$ cat src/rtl/mem_arbiter.sv
// ---------------------------------------------------------------------------
// mem_arbiter
// Merges NUM_PORTS independent memory requesters (port 0 is normally the
// instruction fetch path) onto one shared memory port with a single
// transaction in flight. Each port owns a one-entry pending slot. Arbitration
// is either fixed priority (lowest index wins) or round-robin.
//
// Ports:
//   clk        rising-edge clock
//   rst        asynchronous active-low reset
//   mst_valid  one-cycle request pulse per port
//   mst_instr  instruction-fetch flag per port
//   mst_addr   packed request addresses, port i at [i*ADDR_WIDTH +: ADDR_WIDTH]
//   mst_wdata  packed write data, port i at [i*DATA_WIDTH +: DATA_WIDTH]
//   mst_wstrb  packed byte strobes (0 = read)
//   mst_rdata  read data broadcast to all ports (valid while mem_ready)
//   mst_ready  one-cycle completion pulse per port
//   mem_valid  shared request, held until mem_ready
//   mem_instr / mem_addr / mem_wdata / mem_wstrb  forwarded request fields
//   mem_port   index of the granted port
//   mem_rdata  memory read data
//   mem_ready  memory completion pulse
// ---------------------------------------------------------------------------
module mem_arbiter #(
  parameter int NUM_PORTS  = 2,
  parameter int ADDR_WIDTH = 32,
  parameter int DATA_WIDTH = 32,
  parameter int RR_MODE    = 0,
  localparam int PW = (NUM_PORTS > 1) ? $clog2(NUM_PORTS) : 1,
  localparam int SW = DATA_WIDTH / 8
) (
  input  logic                           clk,
  input  logic                           rst,
  input  logic [NUM_PORTS-1:0]           mst_valid,
  input  logic [NUM_PORTS-1:0]           mst_instr,
  input  logic [NUM_PORTS*ADDR_WIDTH-1:0] mst_addr,
  input  logic [NUM_PORTS*DATA_WIDTH-1:0] mst_wdata,
  input  logic [NUM_PORTS*SW-1:0]        mst_wstrb,
  output logic [DATA_WIDTH-1:0]          mst_rdata,
  output logic [NUM_PORTS-1:0]           mst_ready,
  output logic                           mem_valid,
  output logic                           mem_instr,
  output logic [ADDR_WIDTH-1:0]          mem_addr,
  output logic [DATA_WIDTH-1:0]          mem_wdata,
  output logic [SW-1:0]                  mem_wstrb,
  output logic [PW-1:0]                  mem_port,
  input  logic [DATA_WIDTH-1:0]          mem_rdata,
  input  logic                           mem_ready
);

  typedef enum logic {IDLE, BUSY} state_e;

  state_e                state_q;
  logic [NUM_PORTS-1:0]  slotValid_q;
  logic [NUM_PORTS-1:0]  slotInstr_q;
  logic [ADDR_WIDTH-1:0] slotAddr_q  [NUM_PORTS];
  logic [DATA_WIDTH-1:0] slotWdata_q [NUM_PORTS];
  logic [SW-1:0]         slotWstrb_q [NUM_PORTS];
  logic [PW-1:0]         lastGrant_q;
  logic                  memValid_q;
  logic                  memInstr_q;
  logic [ADDR_WIDTH-1:0] memAddr_q;
  logic [DATA_WIDTH-1:0] memWdata_q;
  logic [SW-1:0]         memWstrb_q;
  logic [PW-1:0]         memPort_q;

  logic [ADDR_WIDTH-1:0] inAddr  [NUM_PORTS];
  logic [DATA_WIDTH-1:0] inWdata [NUM_PORTS];
  logic [SW-1:0]         inWstrb [NUM_PORTS];

  logic [NUM_PORTS-1:0]  incoming;
  logic [NUM_PORTS-1:0]  cand;
  logic [NUM_PORTS-1:0]  candRot;
  logic                  anyCand;
  logic                  grant;
  logic                  found;
  logic [PW-1:0]         winner;
  logic                  winInstr_d;
  logic [ADDR_WIDTH-1:0] winAddr_d;
  logic [DATA_WIDTH-1:0] winWdata_d;
  logic [SW-1:0]         winWstrb_d;

  // Unpack the flat per-port request buses into arrays.
  always_comb begin
    for (int i = 0; i < NUM_PORTS; i++) begin
      inAddr[i]  = mst_addr[i*ADDR_WIDTH +: ADDR_WIDTH];
      inWdata[i] = mst_wdata[i*DATA_WIDTH +: DATA_WIDTH];
      inWstrb[i] = mst_wstrb[i*SW +: SW];
    end
  end

  // Candidate set and winner. A pulse is dropped if its slot is full or the
  // port is still in flight; in the completion cycle the port is free again.
  always_comb begin
    incoming = '0;
    for (int i = 0; i < NUM_PORTS; i++) begin
      incoming[i] = mst_valid[i] && !slotValid_q[i] &&
                    !(state_q == BUSY && !mem_ready && memPort_q == PW'(i));
    end
    cand    = slotValid_q | incoming;
    anyCand = |cand;
    grant   = anyCand && (state_q == IDLE || mem_ready);
    winner  = '0;
    found   = 1'b0;
    candRot = '0;
    if (RR_MODE == 0) begin
      for (int i = 0; i < NUM_PORTS; i++) begin
        if (!found && cand[i]) begin
          winner = PW'(i);
          found  = 1'b1;
        end
      end
    end else begin
      // Search starts one past the last grant and wraps.
      for (int k = 1; k <= NUM_PORTS; k++) begin
        candRot = cand >> ((int'(lastGrant_q) + k) % NUM_PORTS);
        if (!found && candRot[0]) begin
          winner = PW'((int'(lastGrant_q) + k) % NUM_PORTS);
          found  = 1'b1;
        end
      end
    end
    // A full slot holds the winner's request; otherwise it arrives this cycle.
    if (slotValid_q[winner]) begin
      winInstr_d = slotInstr_q[winner];
      winAddr_d  = slotAddr_q[winner];
      winWdata_d = slotWdata_q[winner];
      winWstrb_d = slotWstrb_q[winner];
    end else begin
      winInstr_d = mst_instr[winner];
      winAddr_d  = inAddr[winner];
      winWdata_d = inWdata[winner];
      winWstrb_d = inWstrb[winner];
    end
  end

  // Slots, FSM and registered memory-side outputs.
  always_ff @(posedge clk or negedge rst) begin
    if (!rst) begin
      state_q     <= IDLE;
      slotValid_q <= '0;
      slotInstr_q <= '0;
      for (int i = 0; i < NUM_PORTS; i++) begin
        slotAddr_q[i]  <= '0;
        slotWdata_q[i] <= '0;
        slotWstrb_q[i] <= '0;
      end
      lastGrant_q <= PW'(NUM_PORTS - 1);
      memValid_q  <= 1'b0;
      memInstr_q  <= 1'b0;
      memAddr_q   <= '0;
      memWdata_q  <= '0;
      memWstrb_q  <= '0;
      memPort_q   <= '0;
    end else begin
      for (int i = 0; i < NUM_PORTS; i++) begin
        if (grant && winner == PW'(i)) begin
          slotValid_q[i] <= 1'b0;
        end else if (incoming[i]) begin
          slotValid_q[i] <= 1'b1;
          slotInstr_q[i] <= mst_instr[i];
          slotAddr_q[i]  <= inAddr[i];
          slotWdata_q[i] <= inWdata[i];
          slotWstrb_q[i] <= inWstrb[i];
        end
      end
      if (grant) begin
        state_q     <= BUSY;
        memValid_q  <= 1'b1;
        memInstr_q  <= winInstr_d;
        memAddr_q   <= winAddr_d;
        memWdata_q  <= winWdata_d;
        memWstrb_q  <= winWstrb_d;
        memPort_q   <= winner;
        lastGrant_q <= winner;
      end else if (state_q == BUSY && mem_ready) begin
        state_q    <= IDLE;
        memValid_q <= 1'b0;
      end
    end
  end

  assign mem_valid = memValid_q;
  assign mem_instr = memInstr_q;
  assign mem_addr  = memAddr_q;
  assign mem_wdata = memWdata_q;
  assign mem_wstrb = memWstrb_q;
  assign mem_port  = memPort_q;

  // Completion is combinational from mem_ready; ignored while idle.
  assign mst_ready = (state_q == BUSY && mem_ready) ? (NUM_PORTS'(1) << memPort_q) : '0;
  assign mst_rdata = mem_ready ? mem_rdata : '0;

endmodule

$ cat config.mk
export PLATFORM = sky130hd
export DESIGN_NAME = mem_arbiter
export DESIGN_NICKNAME = d
export VERILOG_FILES = /design/src/rtl/mem_arbiter.sv
export SDC_FILE = /design/constraint.sdc
export NUM_CORES = 1
export LEC_CHECK = 0
export CORE_ASPECT_RATIO = 0.7
export CORE_MARGIN = 5
export CORE_UTILIZATION = 30
export DETAILED_ROUTE_END_ITERATION = 6
export PLACE_DENSITY = 0.56
export SLEW_MARGIN = 5
export SYNTH_ARGS = -nofsm -noshare
export SYNTH_HDL_FRONTEND = slang
export SYNTH_SLANG_ARGS = --single-unit
$ cat constraint.sdc
create_clock -name clk -period 5.9 [get_ports clk]
set_input_delay 1.475 -clock clk [delete_from_list [all_inputs] [get_ports clk]]
set_output_delay 1.475 -clock clk [all_outputs]
set_load 0.03 [all_outputs]
==> impl_metrics.py <==
metrics = {
    "status": {
        "status": "completed",
    },
    "die": {
        "die_y_um": 169,
        "num_rows": 58,
        "top_level_ports": 280,
        "die_x_um": 237,
        "start_util_pct": 30.3,
        "core_sq_um": 35800,
        "dieArea_sq_um": 40100,
    },
    "pwr": {
        "p_clk_share_pct": 21.0,
        "powerDensity_nw_per_um2": 482,
        "power_frac_comb_pct": 42.7,
        "switching_power_mw": 2.74,
        "intPower_mw": 4.41,
        "peakVddDrop_uv": 228,
        "seqPwrFrac_pct": 36.3,
        "p_leak_nw": 5.44,
        "switching_share_pct": 38.3,
    },
    "timing": {
        "fin_tns_setup_ns": 0,
        "layout_setup_ws_ns": 1.25,
        "timing.final.crit_share_pct": 78.8,
        "finClkSkew_ns": 0.0117,
        "timing.slew.headroom_pct": 23.5,
        "max_freq_mhz": 215,
        "finalSetupViolCount": 0,
        "slew_violations": 0,
        "min_period_ns": 4.65,
        "rsz0062_at_grt": "false",
        "hold_viol_final": 0,
        "tightestPinTransition_ns": 1.15,
    },
    "synth": {
        "seq_area_frac_synth_pct": 48.7,
        "syn-instance-count": 1015,
        "synth.distinct_cells": 30,
        "synth_edf_count": 0,
        "syn_nets": 1190,
        "synth_seq_cells": 211,
        "yosysWarnings": 0,
        "synthFlopType": "dfrtp_1",
        "netlist_area_sq_um": 10800,
        "avgSynthCellArea_sq_um": 10.7,
        "async_flop_share_pct": 100,
    },
    "finish": {
        "multiInputGateArea_sq_um": 5160,
        "nets": 1390,
        "area_growth_pct": 36.8,
        "layout_common_cells": "clkdlybuf4s50_1 (278), dfrtp_1 (210), a21oi_1 (141), mux2_2 (127)",
        "final_common_cell": "clkdlybuf4s50_1",
        "seqCellArea_sq_um": 5280,
        "fillerInstances": 3450,
        "drive_gt1_share_pct": 15.9,
    },
    "route": {
        "drtIter0Drc": 656,
        "drc": 0,
        "wl_per_cell_um": 23.5,
        "antenna_left": 0,
        "viasPerCell": 5.61,
        "detailroute.via_count": 9613,
        "drt-total-wl_mm": 40.3,
        "drt-pass1-iter-count": 5,
    },
    "cts": {
        "cts-htree-levels": 1,
        "cts.clk_slew.worst_paths_ns": 0.06,
        "worstSkewPairLatency_ns": 0.53,
        "cts.sinks": 211,
        "cts_setup_buffers": 0,
        "root_buffer": "clkbuf_16",
        "clock_path_buffers": 3,
        "cts-buffers-inserted": 24,
        "cts_tree": "done",
        "postCtsHoldBufs": 0,
        "ctsResizeCount": 0,
    },
    "setup_path": {
        "critPathCaptureType": "output pin",
        "critPathRequiredTime_ns": 4.43,
        "start_kind": "input port",
        "critPathArrivalTime_ns": 3.17,
        "critical_path_class": "input port to output pin",
        "cp_max_fo": 40,
    },
    "flow_run": {
        "maxCapViolations": 0,
    },
    "min_path": {
        "hold_class": "flip-flop to flip-flop",
    },
    "global_route": {
        "grt_use_total_pct": 19.3,
        "use_met3_pct": 3.96,
        "gr-total-overflow": 0,
        "grt_pass1_wl_mm": 61.8,
        "grt_start_max_net_pins": 116,
        "use_met2_pct": 30.9,
        "grt_pass1_vias": 10188,
        "busiest_layer": "met2",
        "met1_usage_pct": 27.2,
        "antenna_found_initial": 2,
    },
    "placement": {
        "gp_congestion": 0.766,
        "place_hpwl_mm": 23.6,
        "port_buffers": 279,
        "dp_slack_ns": 1.25,
    },
}
[layout make-up]
type,instances,area share [%]
diodes,2,0.0337
clock buffers,39,4.97
clock inverters,3,0.270
inverters,2,0.0506
multi-input cells,678,34.8
flip-flops and latches,211,35.6
well taps,480,4.05
repair buffers,298,20.2
[power by group through the flow]
stage	clock network (mW)	logic, mW	registers (mW)
2_1_floorplan	0	1.44	2.98
3_3_place_gp	0	3.03	2.58
3_5_place_dp	0	3.07	2.61
4_1_cts	1.55	3.08	2.59
5_1_grt	1.60	3.28	2.68
6_report	1.50	3.05	2.59
[cells in the mapped netlist, drive strengths merged (4+ instances only)]
master	n	area (sq um)
a2111oi	70	632
a21oi	142	711
a31oi	69	432
and2	32	200
buf	28	143
clkbuf	96	360
dfrtp	211	5280
mux2	138	1550
nand2b	71	444
nand4	69	432
nor2	4	15.0
o211ai	69	518
[kinds of logic after synthesis]
| logic type | Yosys count | share of synthesized area (%) |
|---|---|---|
| flip-flops | 211 | 48.7 |
| buffers and inverters | 126 | 4.71 |
| AO/OA/AOI/OAI | 353 | 21.4 |
| AND/OR/NAND/NOR | 187 | 10.9 |
| multiplexers | 138 | 14.3 |
[stage by stage]
step	cell area, sq um	hold slack (ns)	std cells	power, mW	util (%)
after global routing	14800	0.499	1712	7.56	41.5
after global placement	14100	0.468	1669	5.61	39.3
after CTS	14800	0.491	1711	7.21	41.5
after detailed placement	14100	0.476	1669	5.67	39.3
after floorplan	10800	0.454	1015	4.42	-
final	14800	0.490	1713	7.15	41.5
[worst max-delay path: stages]
cell	delay (ns)
clkdlybuf4s50_1	0.47
buf_4	0.32
nand2_1	0.09
nor2_1	0.11
clkdlybuf4s50_1	0.69
[final timing paths]
kind / cells past startpoint / endpoint / slack (ns) / startpoint
max: 5 / mst_ready[0] / 1.25 / mem_ready
min: 1 / slotAddr_q[13] / 0.49 / slotAddr_q[13]
max reg2reg: 4 / mem_addr[13] / 2.83 / slotValid_q[0]
min reg2reg: 1 / slotAddr_q[13] / 0.49 / slotAddr_q[13]
max in group asynchronous: 2 / slotAddr_q[29] / 3.79 / rst
min in group asynchronous: 1 / mem_wdata[21] / 1.00 / rst
[registers in the layout, indices dropped and copies added, names as in the netlist]
name and flops:
slotAddr_q 64, slotWdata_q 64, mem_addr 32, mem_wdata 32, slotWstrb_q 8, mem_wstrb 4
slotInstr_q 2, slotValid_q 2, mem_instr 1, mem_port 1, state_q 1
[routing by layer]
metal	vias up	wire [um]
li1	4321	-
met1	4874	18800
met2	369	18300
met3	47	2470
met4	2	712
met5	-	12
Note: power is estimated with default switching activity, not from simulation.
